## config.mk

```make
export PLATFORM = sky130hd
export DESIGN_NAME = hilo_muldiv_unit
export DESIGN_NICKNAME = d
export VERILOG_FILES = /design/src/rtl/hilo_muldiv_unit.sv
export SDC_FILE = /design/constraint.sdc
export NUM_CORES = 1
export LEC_CHECK = 0
export CELL_PAD_IN_SITES_DETAIL_PLACEMENT = 1
export CELL_PAD_IN_SITES_GLOBAL_PLACEMENT = 2
export CORE_AREA = 2 2 230 232
export CTS_CLUSTER_DIAMETER = 100
export DETAILED_ROUTE_END_ITERATION = 10
export DIE_AREA = 0 0 232 234
export PLACE_DENSITY = 0.95
export SYNTH_ARGS = -nofsm -noshare
export SYNTH_HDL_FRONTEND = slang
export SYNTH_SLANG_ARGS = --single-unit
```

## constraint.sdc

```tcl
create_clock -name Clk -period 7.23 [get_ports Clk]
set_input_delay 1.0845 -clock Clk [delete_from_list [all_inputs] [get_ports Clk]]
set_output_delay 1.0845 -clock Clk [all_outputs]
set_load 0.02 [all_outputs]
```

## src/rtl/hilo_muldiv_unit.sv

```systemverilog
// ---------------------------------------------------------------------------
// hilo_muldiv_unit
//
// Multi-cycle HI/LO unit for the 32-bit MIPS datapath. It holds the
// architectural HI and LO registers and executes MULT, MULTU, MADD and MSUB
// (and DIV/DIVU when enabled) iteratively, one step per cycle over ITER
// cycles. MTHI/MTLO write HI/LO directly in a single cycle.
//
// Configuration macro:
//   HILO_DIV_EN  - defined: DIV/DIVU use a restoring divider.
//                  undefined: the divider is omitted and DIV/DIVU are no-ops.
//
// Ports:
//   Clk        rising-edge clock
//   Rst        synchronous, active-high reset
//   Start      request strobe, sampled at the rising edge
//   Op         000 MULT, 001 MULTU, 010 MADD, 011 MSUB,
//              100 DIV, 101 DIVU, 110 MTHI, 111 MTLO
//   A, B       rs / rt operands, sampled only at the accepting edge
//   Busy       high while an iterative operation is in flight
//   Done       one-cycle pulse in the first cycle a new HI/LO is visible
//   ReadStall  equals Busy; decode holds MFHI/MFLO while high
//   Rejected   Start & Busy (request dropped)
//   HiOut      current HI register
//   LoOut      current LO register
// ---------------------------------------------------------------------------
module hilo_muldiv_unit #(
  parameter int WIDTH = 32,
  parameter int ITER  = 32
) (
  input  logic             Clk,
  input  logic             Rst,
  input  logic             Start,
  input  logic [2:0]       Op,
  input  logic [WIDTH-1:0] A,
  input  logic [WIDTH-1:0] B,
  output logic             Busy,
  output logic             Done,
  output logic             ReadStall,
  output logic             Rejected,
  output logic [WIDTH-1:0] HiOut,
  output logic [WIDTH-1:0] LoOut
);

  localparam int CW = $clog2(ITER);

  localparam logic [2:0] OP_MULT  = 3'b000;
  localparam logic [2:0] OP_MULTU = 3'b001;
  localparam logic [2:0] OP_MADD  = 3'b010;
  localparam logic [2:0] OP_MSUB  = 3'b011;
  localparam logic [2:0] OP_DIV   = 3'b100;
  localparam logic [2:0] OP_DIVU  = 3'b101;
  localparam logic [2:0] OP_MTHI  = 3'b110;
  localparam logic [2:0] OP_MTLO  = 3'b111;

  typedef enum logic [1:0] {
    S_IDLE,
    S_RUN,
    S_FINISH
  } state_t;

  state_t             state_q, state_d;
  logic [CW-1:0]      cnt_q, cnt_d;
  logic [WIDTH-1:0]   hi_q, hi_d;
  logic [WIDTH-1:0]   lo_q, lo_d;
  logic               done_q, done_d;
  logic [2:0]         op_q, op_d;
  // Multiplicand magnitude for multiply, divisor magnitude for divide.
  logic [WIDTH-1:0]   mcand_q, mcand_d;
  // Multiply: {partial product, remaining multiplier bits}.
  // Divide:   {partial remainder, dividend/quotient shift register}.
  logic [2*WIDTH-1:0] prod_q, prod_d;
  // Result (product or quotient) must be negated during FINISH.
  logic               neg_res_q, neg_res_d;

`ifdef HILO_DIV_EN
  logic               neg_rem_q, neg_rem_d;
  logic               div_zero_q, div_zero_d;
  logic [WIDTH-1:0]   a_q, a_d;
`endif

  logic               op_signed;
  logic               a_neg, b_neg;
  logic [WIDTH-1:0]   a_mag, b_mag;
  logic [WIDTH:0]     mul_sum;
  logic [2*WIDTH-1:0] mul_next;
  logic [2*WIDTH-1:0] prod_signed;

`ifdef HILO_DIV_EN
  logic [WIDTH:0]     div_shift;
  logic [WIDTH:0]     div_sub;
  logic               div_ge;
  logic [2*WIDTH-1:0] div_next;
  logic [WIDTH-1:0]   quot_fix;
  logic [WIDTH-1:0]   rem_fix;
`endif

  // Only MULTU and DIVU are unsigned; everything else iterates on
  // magnitudes and fixes the sign at the end.
  always_comb begin
    op_signed = ~((Op == OP_MULTU) | (Op == OP_DIVU));
    a_neg     = op_signed & A[WIDTH-1];
    b_neg     = op_signed & B[WIDTH-1];
    a_mag     = a_neg ? -A : A;
    b_mag     = b_neg ? -B : B;
  end

  // Shift-add step: add the multiplicand into the upper half when the
  // current multiplier LSB is set, then shift the whole pair right once.
  always_comb begin
    mul_sum     = {1'b0, prod_q[2*WIDTH-1:WIDTH]}
                + (prod_q[0] ? {1'b0, mcand_q} : {(WIDTH+1){1'b0}});
    mul_next    = {mul_sum, prod_q[WIDTH-1:1]};
    prod_signed = neg_res_q ? -prod_q : prod_q;
  end

`ifdef HILO_DIV_EN
  // Restoring divide step: shift the next dividend bit into the remainder
  // and keep the subtraction only when it does not go negative.
  always_comb begin
    div_shift = {prod_q[2*WIDTH-1:WIDTH], prod_q[WIDTH-1]};
    div_ge    = (div_shift >= {1'b0, mcand_q});
    div_sub   = div_shift - {1'b0, mcand_q};
    div_next  = {(div_ge ? div_sub[WIDTH-1:0] : div_shift[WIDTH-1:0]),
                 prod_q[WIDTH-2:0], div_ge};
    quot_fix  = neg_res_q ? -prod_q[WIDTH-1:0] : prod_q[WIDTH-1:0];
    rem_fix   = neg_rem_q ? -prod_q[2*WIDTH-1:WIDTH] : prod_q[2*WIDTH-1:WIDTH];
  end
`endif

  // Next-state logic for the FSM and all datapath registers.
  always_comb begin
    state_d   = state_q;
    cnt_d     = cnt_q;
    hi_d      = hi_q;
    lo_d      = lo_q;
    done_d    = 1'b0;
    op_d      = op_q;
    mcand_d   = mcand_q;
    prod_d    = prod_q;
    neg_res_d = neg_res_q;
`ifdef HILO_DIV_EN
    neg_rem_d  = neg_rem_q;
    div_zero_d = div_zero_q;
    a_d        = a_q;
`endif

    unique case (state_q)
      S_IDLE: begin
        if (Start) begin
          case (Op)
            OP_MTHI: begin
              hi_d   = A;
              done_d = 1'b1;
            end
            OP_MTLO: begin
              lo_d   = A;
              done_d = 1'b1;
            end
            OP_MULT, OP_MULTU, OP_MADD, OP_MSUB: begin
              state_d   = S_RUN;
              cnt_d     = '0;
              op_d      = Op;
              mcand_d   = a_mag;
              prod_d    = {{WIDTH{1'b0}}, b_mag};
              neg_res_d = a_neg ^ b_neg;
            end
`ifdef HILO_DIV_EN
            OP_DIV, OP_DIVU: begin
              state_d    = S_RUN;
              cnt_d      = '0;
              op_d       = Op;
              mcand_d    = b_mag;
              prod_d     = {{WIDTH{1'b0}}, a_mag};
              neg_res_d  = a_neg ^ b_neg;
              neg_rem_d  = a_neg;
              div_zero_d = (B == '0);
              a_d        = A;
            end
`endif
            default: ;
          endcase
        end
      end

      S_RUN: begin
`ifdef HILO_DIV_EN
        prod_d = op_q[2] ? div_next : mul_next;
`else
        prod_d = mul_next;
`endif
        cnt_d = cnt_q + CW'(1);
        if (cnt_q == CW'(ITER - 1)) begin
          state_d = S_FINISH;
        end
      end

      S_FINISH: begin
        state_d = S_IDLE;
        done_d  = 1'b1;
        case (op_q)
          OP_MADD: {hi_d, lo_d} = {hi_q, lo_q} + prod_signed;
          OP_MSUB: {hi_d, lo_d} = {hi_q, lo_q} - prod_signed;
`ifdef HILO_DIV_EN
          OP_DIV, OP_DIVU: begin
            // Divide by zero returns all-ones quotient and the original A.
            if (div_zero_q) begin
              lo_d = '1;
              hi_d = a_q;
            end else begin
              lo_d = quot_fix;
              hi_d = rem_fix;
            end
          end
`endif
          default: {hi_d, lo_d} = prod_signed;
        endcase
      end

      default: state_d = S_IDLE;
    endcase
  end

  // Single state register; reset aborts any in-flight operation.
  always_ff @(posedge Clk) begin
    if (Rst) begin
      state_q   <= S_IDLE;
      cnt_q     <= '0;
      hi_q      <= '0;
      lo_q      <= '0;
      done_q    <= 1'b0;
      op_q      <= '0;
      mcand_q   <= '0;
      prod_q    <= '0;
      neg_res_q <= 1'b0;
`ifdef HILO_DIV_EN
      neg_rem_q  <= 1'b0;
      div_zero_q <= 1'b0;
      a_q        <= '0;
`endif
    end else begin
      state_q   <= state_d;
      cnt_q     <= cnt_d;
      hi_q      <= hi_d;
      lo_q      <= lo_d;
      done_q    <= done_d;
      op_q      <= op_d;
      mcand_q   <= mcand_d;
      prod_q    <= prod_d;
      neg_res_q <= neg_res_d;
`ifdef HILO_DIV_EN
      neg_rem_q  <= neg_rem_d;
      div_zero_q <= div_zero_d;
      a_q        <= a_d;
`endif
    end
  end

  always_comb begin
    Busy      = (state_q != S_IDLE);
    ReadStall = Busy;
    Rejected  = Start & Busy;
    Done      = done_q;
    HiOut     = hi_q;
    LoOut     = lo_q;
  end

endmodule
```

* Yosys cells after proc, flatten, opt, wreduce, memory -nomap -nowiden
Cells that the tools add are included. Widths: inputs -> output; s select.
Storage, ports and cells: register bits 172, bits of input ports 70, output and inout bits 68, word-level logic and storage cells 75
Operators by class: add/subtract/negate cells 7, equal/unequal tests 16, multiplexer cells 25, bitwise gates (word level) 6, reductions and logical operators 12
Operators with widths (count):
- $pmux 32 s2 | 4
- $mux 32 | 7
- $mux 64 | 3
- $pmux 64 s2 | 1
- $add 64x64->64 | 1
- $neg 32->32 | 2
- $neg 64->64 | 1
- $sub 64x64->64 | 1
- $add 32x32->33 | 1
- $reduce_and 3->1 | 5
- $eq 3x2->1 const B | 4
- $mux 5 | 2
- $pmux 5 s2 | 1
- $eq 3x3->1 const B | 3
- $mux 2 | 3
- $ne 2x1->1 const B | 3
- $reduce_bool 2->1 | 3
- $add 5x1->5 const B | 1
- $eq 5x5->1 const B | 1
- $ne 2x2->1 const B | 2
- $pmux 2 s2 | 1
- $reduce_or 4->1 | 1
- $and 1x1->1 | 3
- $eq 3x1->1 const B | 1
- other kinds (10) | 11

* Depth between registers and ports, before layout
depth in word-level cells 8, depth in mapped cells 24, gate-level depth less buffers 21

* Least setup slack after synthesis
Ideal clock, no wire load.
path kind register -> register, start reg prod_q[12], end reg hi_q[31], in the netlist HiOut[31], library setup time 0.120 ns, data arrival time 4.699 ns, data required time 7.110 ns, slack 2.411 ns, stages on the path, launching flop included 19, path buffers 0, period minus slack after synthesis 4.819 ns, cell sequence dfxtp_1 > or4_1 > and4bb_2 > and2b_4 > nand2_1 > o41ai_1 > xor2_1 > inv_1 > ha_1 > or4_4 > or3_4 > or3_4 > o21ai_2 > a2111oi_1 > o211ai_2 > nand2_2 > a21boi_2 > and4b_1 > a211o_1
Between the ends: cells in the longest elaborated chain, start to end 5, elaborated cells on any way between the ends 6
RTL lines:
- from (decl) | RTL line 72 | logic [2*WIDTH-1:0] prod_q, prod_d;
- from (signal assigned) | RTL line 249 | prod_q <= prod_d;
- $neg 64->64 | RTL line 114 | prod_signed = neg_res_q ? -prod_q : prod_q;
- $mux 64 (*) | RTL line 114
- $sub 64x64->64 / $add 64x64->64 (equally long branches) | RTL line 203, 202
- $pmux 32 s2 (*) | RTL line 201 | case (op_q)
- $pmux 32 s2 (*) | RTL line 148 | unique case (state_q)
- to (signal assigned) | RTL line 244 | hi_q <= hi_d;
- to (decl) | RTL line 64 | logic [WIDTH-1:0] hi_q, hi_d;
Mark *: on every way between the ends. The rest lies on a longest branch, timed or not. A chain may end at the register's enable or synchronous reset.

* Final worst setup path
start reg prod_q[12], end reg hi_q[25], in the netlist HiOut[25]
Same word-level chain as after synthesis.

==> impl_metrics.csv <==
group,metric,value,unit
status,run_status,"finished clean",
yosys,syn_area_per_cell,7.24,sq um
yosys,postSynth.asyncResetShare,0,%
routing,dr.pass1.iters,9,
die,die_w,232,um
clocking,cts_setup_buffers,0,
die,start_util,37.6,%
timing,rsz0062_at_grt,"false",
die,pin_count,138,
timing,worstMarginPinSlew,1.35,ns
setup_path,critical_path_arrival,6.85,ns
timing,relSlewSlack,9.59,%
yosys,yosysUniqueCellTypes,94,
setup_path,cp-end-kind,"flop",
global_route,grt_first_pass_wirelength,136000,um
clocking,clkTransAtPathRegs,0.08,ns
clocking,cts.path.max_buffers,2,
yosys,synth-edff-count,0,
global_route,globalRouteMet2Util,49.2,%
clocking,clock-sinks,172,
clocking,cts-root-buf,"clkbuf_16",
timing,setup-violations-final,0,
yosys,yosysWarnings,0,
global_route,antenna_found_initial,0,
clocking,ctsHtreeMaxLevel,4,
placed_design,hpwl,70900,um
yosys,yosys.area.top_type_share,17.6,%
timing,clock_skew,0.0135,ns
final_layout,nNetsFinal,2986,
yosys,syn_inst,2706,
routing,dr_total_vias,22177,
setup_path,path_common_cell,"nand2_1",
timing,slew_violations,0,
final_layout,fin_area,0.0221,sq mm
clocking,clock_latency,0.47,ns
clocking,postCtsResizedCells,0,
setup_path,crit_fanout,17,
final_layout,area_delta_synth_final,12.8,%
pwr,total_leakage_power,8.88,nW
timing,tns,0,ns
setup_path,worstSetupPathType,"flop to flop",
global_route,grt.busiest_layer,"met2",
timing,fmax,0.154,GHz
yosys,synth-seq-area-share,17.6,%
pwr,p_per_area,148,mW/mm^2
setup_path,startpoint_type,"flop",
placed_design,dp_cells,3405,
setup_path,slowest_stage,"nor4_1",
die,std_cell_rows,84,
yosys,dominantRegCellSynth,"dfxtp_1",
placed_design,numPortBuffers,137,
clocking,cts_tree,"done",
yosys,synth_area_leader_cell,"dfxtp_1",
timing,fin_crit_sh,89.7,%
routing,drt-initial-drc-count,2459,
worst_hold_path,hp-class,"flop to flop",
final_layout,fillers,6498,
clocking,cts_hold_repair.buffers,0,
setup_path,crit_path_max_incr_delay,0.74,ns
die,fp.dieArea,0.0543,sq mm
yosys,synth-seq-cells,172,
yosys,synth.area.top_cells,"dfxtp_1 (18%), ha_1 (11%), a21oi_1 (6.6%)",
pwr,p_total,3.27,mW
routing,routed_wl,91400,um
setup_path,required,7.59,ns
routing,ant_nets,0,
routing,avgRoutedWirePerCell,26.6,um
yosys,syn-cell-area,0.0196,sq mm
pwr,peakVddDrop,126,uV
job,drv_cap,0,
global_route,grt_pass1_vias,21844,
global_route,grt_util_met3,5.23,%
placed_design,dpl_cell_area,0.0215,sq mm
final_layout,layout-drive-gt1-share,4.44,%
global_route,grt-ovfl-total,0,
timing,hold_viol,0,
die,coreArea,0.0520,sq mm
final_layout,n_antenna_cell,0,
die,fp.dieH,234,um
routing,viasPerCell,6.45,
clocking,numCtsBuffers,17,
routing,drc,0,
global_route,gr-usage-all-layers,32.9,%
setup_path,crit_chain,"or4_1, and4bb_2, and2b_4, nand3_1, o21ai_0, xor2_1, inv_1, ha_1, nor4_1, nand2_1, nor3_1, nand2_1, a21oi_1, o221ai_1, o21ai_1, a41oi_1, xnor2_1, a221o_1",
global_route,grtUsageMet1,46.9,%
timing,min_period,6.49,ns
global_route,grt_max_degree,96,
yosys,synth_fp_nets,2956,
final_layout,fin_cells,3437,
placed_design,routabilityCongestion,0.997,
metrics by stage:
step / hold slack (ns) / setup WS, ns / utilization, %
after floorplan: 0.427 / 2.41 / -
after global placement: 0.439 / 1.07 / 41.3
after detailed placement: 0.445 / 0.863 / 41.3
after CTS: 0.461 / 0.859 / 42.4
after global routing: 0.496 / 0.538 / 42.4
final: 0.455 / 0.742 / 42.4
metal layers:
metal	wire [um]	vias to the layer above
li1	-	9974
met1	42100	11027
met2	38400	1014
met3	7200	162
met4	3720	0
met5	0	-
cells by family after synthesis:
family	share of synthesized area [%]
multiplexers	2.22
AND/OR/NAND/NOR	21.3
flip-flops	17.6
adder cells (fa/ha/maj)	11.6
buffers and inverters	5.99
XOR/XNOR	9.21
AO/OA/AOI/OAI	32.0
synth_stat cells (59+ instances only):
cell type and count:
nor3_1 69, inv_1 147, clkbuf_1 137, xnor2_1 125, a211oi_1 84, dfxtp_1 172
a21oi_1 260, o31ai_1 59, nand2_1 194, nor2_1 286, ha_1 177, xor2_1 81
o21ai_0 141
critical path, delay by kind of cell (launching register included):
family | cells | cell delay, ns
AO/OA/AOI/OAI | 6 | 1.86
XOR/XNOR | 2 | 0.63
buffers and inverters | 1 | 0.09
flip-flops | 1 | 0.39
adder cells (fa/ha/maj) | 1 | 0.54
AND/OR/NAND/NOR | 8 | 2.84
worst paths after layout:
check,from,endpoint,slack (ns),cells after the start
worst max register to register,prod_q[12]$_SDFFE_PP0P_,HiOut[25]$_SDFFE_PP0P_,0.74,18
worst max-delay path,prod_q[12]$_SDFFE_PP0P_,HiOut[25]$_SDFFE_PP0P_,0.74,18
worst min register to register,mcand_q[17]$_SDFFE_PP0P_,mcand_q[17]$_SDFFE_PP0P_,0.45,2
worst min-delay path,mcand_q[17]$_SDFFE_PP0P_,mcand_q[17]$_SDFFE_PP0P_,0.45,2
state kept, by name, summed over array words and instances, names as in the netlist:
| signal | count |
|---|---|
| neg_res_q | 1 |
| prod_q | 64 |
| LoOut | 32 |
| mcand_q | 32 |
| HiOut | 32 |
| state_q | 2 |
| op_q | 3 |
| Done | 1 |
| cnt_q | 5 |
cell type report:
type / instances / area [sq um] / area share (%)
Clock inverter: 12 / 153 / 0.691
Tap cell: 688 / 861 / 3.90
Inverter: 149 / 559 / 2.53
Clock buffer: 20 / 447 / 2.02
Timing Repair Buffer: 169 / 1610 / 7.29
Multi-Input combinational cell: 2227 / 15000 / 68.0
Sequential cell: 172 / 3450 / 15.6
placed cells by master (no fill, tap or decap), drive strengths merged, types with 21 or more instances in the layout:
cell type | synthesis | final
a21oi | 261 | 261
nor3 | 70 | 70
o41ai | 21 | 21
nor2b | 32 | 32
o21bai | 39 | 39
nand4 | 35 | 35
o31ai | 61 | 61
a211oi | 85 | 85
a21o | 49 | 49
ha | 177 | 177
a31oi | 26 | 26
a22oi | 31 | 31
nand3 | 43 | 43
buf | 21 | 33
inv | 149 | 156
clkdlybuf4s50 | 0 | 136
o21ai | 155 | 155
dfxtp | 172 | 172
nor2 | 287 | 287
mux2i | 40 | 40
xnor2 | 125 | 125
xor2 | 81 | 81
or3 | 29 | 29
and2 | 47 | 47
nor4 | 38 | 38
nand2 | 195 | 195
nand2b | 28 | 28
a222oi | 35 | 35
o211ai | 26 | 26
power breakdown:
part,internal [mW],switching (mW)
sequential,0.980,0.0450
combinational,0.410,0.818
clock,0.531,0.481
Power figures use the tool's default switching activity.
